**src/rtl/serial_adder8.sv**
```systemverilog
// serial_adder8 -- bit-serial 8-bit unsigned adder, LSB first.
// One full-adder cell plus a carry flop; 10-cycle issue interval,
// start/busy/done handshake.
// Optional macro SERIAL_ADDER_CIN_EN: adds the Cin port, which is loaded
// into the carry flop when an operation is accepted.
module serial_adder8 (
    input  logic       clk,
    input  logic       rst_n,
    input  logic       start,
    input  logic [7:0] A,
    input  logic [7:0] B,
`ifdef SERIAL_ADDER_CIN_EN
    input  logic       Cin,
`endif
    output logic [7:0] S,
    output logic       Cout,
    output logic       busy,
    output logic       done
);

    localparam logic [1:0] ST_IDLE = 2'd0;
    localparam logic [1:0] ST_RUN  = 2'd1;
    localparam logic [1:0] ST_DONE = 2'd2;

    logic [1:0] state;
    logic [7:0] a_sr;
    logic [7:0] b_sr;
    logic [7:0] sum_sr;
    logic [2:0] cnt;
    logic       c;
    logic       cin_v;
    logic       s_bit;
    logic       c_nxt;

`ifdef SERIAL_ADDER_CIN_EN
    assign cin_v = Cin;
`else
    assign cin_v = 1'b0;
`endif

    // The single full-adder cell working on the current LSBs.
    assign s_bit = a_sr[0] ^ b_sr[0] ^ c;
    assign c_nxt = (a_sr[0] & b_sr[0]) | (a_sr[0] & c) | (b_sr[0] & c);

    // FSM, datapath shift registers and registered outputs.
    always_ff @(posedge clk or negedge rst_n) begin
        if (!rst_n) begin
            state  <= ST_IDLE;
            a_sr   <= 8'h00;
            b_sr   <= 8'h00;
            sum_sr <= 8'h00;
            cnt    <= 3'd0;
            c      <= 1'b0;
            S      <= 8'h00;
            Cout   <= 1'b0;
            busy   <= 1'b0;
            done   <= 1'b0;
        end else begin
            case (state)
                ST_IDLE: begin
                    if (start) begin
                        a_sr  <= A;
                        b_sr  <= B;
                        cnt   <= 3'd0;
                        c     <= cin_v;
                        busy  <= 1'b1;
                        state <= ST_RUN;
                    end
                end
                ST_RUN: begin
                    a_sr   <= {1'b0, a_sr[7:1]};
                    b_sr   <= {1'b0, b_sr[7:1]};
                    sum_sr <= {s_bit, sum_sr[7:1]};
                    c      <= c_nxt;
                    cnt    <= cnt + 3'd1;
                    // Last bit: publish the full word, bypassing sum_sr so S
                    // is valid on the same edge the final bit is produced.
                    if (cnt == 3'd7) begin
                        S     <= {s_bit, sum_sr[7:1]};
                        Cout  <= c_nxt;
                        done  <= 1'b1;
                        state <= ST_DONE;
                    end
                end
                ST_DONE: begin
                    done  <= 1'b0;
                    busy  <= 1'b0;
                    state <= ST_IDLE;
                end
                default: begin
                    done  <= 1'b0;
                    busy  <= 1'b0;
                    state <= ST_IDLE;
                end
            endcase
        end
    end

endmodule

```
**config.mk**
```make
export PLATFORM = sky130hd
export DESIGN_NAME = serial_adder8
export DESIGN_NICKNAME = d
export VERILOG_FILES = /design/src/rtl/serial_adder8.sv
export SDC_FILE = /design/constraint.sdc
export NUM_CORES = 1
export LEC_CHECK = 0
export ABC_CLOCK_PERIOD_IN_PS = 3000
export CORE_ASPECT_RATIO = 0.8
export CORE_MARGIN = 1.5
export CORE_UTILIZATION = 47
export CTS_BUF_LIST = sky130_fd_sc_hd__clkbuf_16
export DETAILED_ROUTE_END_ITERATION = 16
export HOLD_SLACK_MARGIN = 0.02
export PLACE_DENSITY_LB_ADDON = 0.05
export SLEW_MARGIN = 15
export SYNTH_ARGS = -nofsm -noshare
export SYNTH_HDL_FRONTEND = slang
export SYNTH_SLANG_ARGS = --single-unit
```
**constraint.sdc**
```tcl
create_clock -name clk -period 3 [get_ports clk]
set_clock_uncertainty 0.15 [all_clocks]
set_input_delay 0.75 -clock clk [delete_from_list [all_inputs] [get_ports clk]]
set_output_delay 0.75 -clock clk [all_outputs]
set_load 0.02 [all_outputs]
```
==> impl_results.md <==
* Status: finished, final reports clean
* F_max at roughly 0.43 GHz
* Total global-route track usage at between 10% and 20%
* Initial antenna violation count at 0
* Drt drc at 0
* Num ports at 30
* CTS tree: built
* Fin nets at 190
* Worst R2R Path Depth at 3
* GR Overflow Total at 0
* Post-synthesis sequential area ratio at 55.71%
* Register area at about 1000 um2
* PostCTS Resize Cnt at 0
* Hold_buf cts at 0
* Antenna diodes at 0
* Clk root buf: clkbuf_16
* Syn nets at around 160
* Iteration-0 DRC Markers at 60
* Hold EP: cnt[0]
* HP Class: reg -> reg
* First-pass GRT wire length at about 5700 um
* Met2 wire len at between 1000 and 1500 um
* TNS Setup at 0 ns
* Max-slew violations at 0
* Final Critical Period at 2.306 ns
* Die span in y at 58.30 um
* Slew @ Worst Pin at slightly above 1 ns
* Num CTS Buffers at 5
* GPL Wtd Cong at 0.7052
* Clock transition at path regs at about 0.050 ns
* Area occupied by multi-input gates at a little under 700 um2
* Clk sinks at 40
* Floorplan row count at 19
* Post-DP HPWL at between 2000 and 2500 um
* Post-Syn Area per Cell at between 10 and 15 um2
* Post-DRT Antenna Nets at 0
* P_leak at ~0.98 nW
* Clk Latency, worst-skew pair at ~0.27 ns
* Pin count of the biggest net entering global routing at 41
* Hold Crit Depth at 1
* Clock power share at 23.3%
* Maximum vdd drop at between 0.0005 and 0.0006 V
* Switching portion of total power at 31.47%
* Final WL at approximately 3300 um
* H-Tree Depth at 2
* Period utilisation layout at between 70 and 80%
* TritonRoute pass-1 iters at 6
* Crit start category: input port
* CP endpoint kind: flip-flop
* DRT met1 WL at ~1700 um
* P_int at 1.695 mW
* Port bufs at 29
* Final-report hold violation count at 0
* Worst reg2reg endpoint: a_sr[1]
* Uppermost layer routed: met4
* Setup Fix Bufs, Post-CTS at 0
* Cell area after synthesis at roughly 1800 um2
* Seq cells post-synth at 40
* Critical path class: in -> reg
* RSZ-0062 raised after global routing: false
* CP required at between 2 and 3 ns
* Fin util at a little under two thirds
* R2R Setup Slk at ~0.97 ns
* Hold Crit Start: cnt[0]
* Pwr Density at 1093 nW/um2
* DR vias/cell at between 5 and 6
* WL/cell at approximately 16 um
* Count of final setup violators at 0
* Starting Density at between 50% and 60%
* FF-to-FF Start: state[0]
* Total number of vias at ~1200
* Unique masters post-synth at 26
* Synth Instances at 140
* Die width at around 70 um
* Worst-path fanout max at 14
* Met3 Wirelength at about 150 um
* Area Growth Syn to Fin at 25.97%
* CTS Buffer Depth at 2
* Layout filler cell count at 286
* Synth warn at 0
* Arr. time, crit path at 2.26 ns
* Gate power share at roughly 39%
* Max-cap violations at 0
* Vias in the first global route at ~1200
* Core Footprint at about 3500 um2
* Relative slew slack at between 30 and 40%
* Sw power at ~800 uW
* Die Footprint at ~4200 um2
* Sequential power share at approximately two fifths
* Share of cells above drive strength 1 at a little under a fifth
## critical path: stages
cell,delay [ns]
clkdlybuf4s50_1,0.46
o21bai_1,0.82
a211oi_1,0.23
## layer usage
metal,global-route usage [%],up-vias
met3,6.164,2
met1,26.68,587
met2,25.40,27
li1,-,569
met5,0,-
met4,4.852,0
## synth_stat cells
library cell | number | area, um2
dfrtp_1 | 40 | 1001
mux2_2 | 16 | 180.2
inv_1 | 13 | 48.80
nor4b_1 | 11 | 96.34
buf_2 | 9 | 45.04
nor3b_1 | 9 | 67.56
a211oi_1 | 7 | 52.55
a221oi_1 | 4 | 35.03
a21oi_1 | 3 | 15.01
a22o_1 | 3 | 26.28
nand2b_1 | 3 | 18.77
o221a_2 | 3 | 33.78
a211o_1 | 2 | 17.52
clkbuf_1 | 2 | 7.510
ha_1 | 2 | 25.02
nor4bb_1 | 2 | 20.02
or4b_1 | 2 | 20.02
buf_6 | 1 | 11.26
fa_1 | 1 | 20.02
mux2i_1 | 1 | 10.01
nand3b_1 | 1 | 7.510
nor2_1 | 1 | 3.750
nor2b_1 | 1 | 6.260
o21ba_2 | 1 | 10.01
o21bai_1 | 1 | 7.510
or4b_2 | 1 | 10.01
## kinds of logic (layout without fill, tap and decap cells)
logic type                 Yosys count  after routing  synth area share (%)
buffers and inverters               25             54                 6.268
DFF                                 40             40                 55.71
AOI/OAI and AO/OA                   24             24                 11.00
and+or+nand+nor                     31             31                 13.93
adders and majority gates            3              3                 2.507
muxes                               17             17                 10.58
## area by class of cell
cell class | instances | area share [%]
timing repair buffer | 33 | 13.93
inverter | 13 | 2.156
clock inverter | 3 | 1.658
clock buffer | 5 | 5.528
sequential | 40 | 44.22
tap | 42 | 2.322
multi-input combinational | 75 | 30.18
## metrics by stage
stage	instances	power, mW	hold slack [ns]	worst slack (ns)	area, um2
5_1_grt	211	2.647	0.3697	0.5769	2263
2_1_floorplan	140	1.592	0.3044	1.254	1797
6_report	211	2.474	0.3487	0.6944	2263
3_5_place_dp	203	1.915	0.3449	0.4324	2101
3_3_place_gp	203	1.859	0.3199	0.4750	2101
4_1_cts	211	2.506	0.3546	0.6956	2263
## layout by cell type (no fill, tap or decap), types with 3 or more instances in the layout
cell type,netlist,final
mux2_2,16,16
nand2b_1,3,3
clkdlybuf4s50_1,0,28
o221a_2,3,3
dfrtp_1,40,40
a22o_1,3,3
nor4b_1,11,11
buf_4,0,4
a221oi_1,4,4
clkbuf_16,0,5
inv_1,13,13
a21oi_1,3,3
nor3b_1,9,9
a211oi_1,7,7
## registers in the layout, indices dropped and copies added, names as in the netlist
register,flops
Cout,1
S,8
a_sr,8
b_sr,8
busy,1
c,1
cnt,3
done,1
state,2
sum_sr,7
## how the worst max path moves through the flow
| stage | start | end | slack [ns] | cells past startpoint |
|---|---|---|---|---|
| finish | start | a_sr[1] | 0.69 | 3 |
| global route | start | b_sr[1] | 0.58 | 3 |
| CTS | start | a_sr[1] | 0.70 | 3 |
| detailed placement | start | a_sr[1] | 0.43 | 3 |
| global placement | start | b_sr[3] | 0.48 | 3 |
| floorplan | B[5] | b_sr[5] | 1.25 | 2 |
## power by group through the flow
stage | clock network, mW | registers (mW) | logic, mW
global placement | 0 | 0.943 | 0.916
global route | 0.614 | 0.986 | 1.05
CTS | 0.591 | 0.950 | 0.965
floorplan | 0 | 1.01 | 0.578
finish | 0.576 | 0.943 | 0.954
detailed placement | 0 | 0.953 | 0.962
Power figures use the tool's default switching activity.
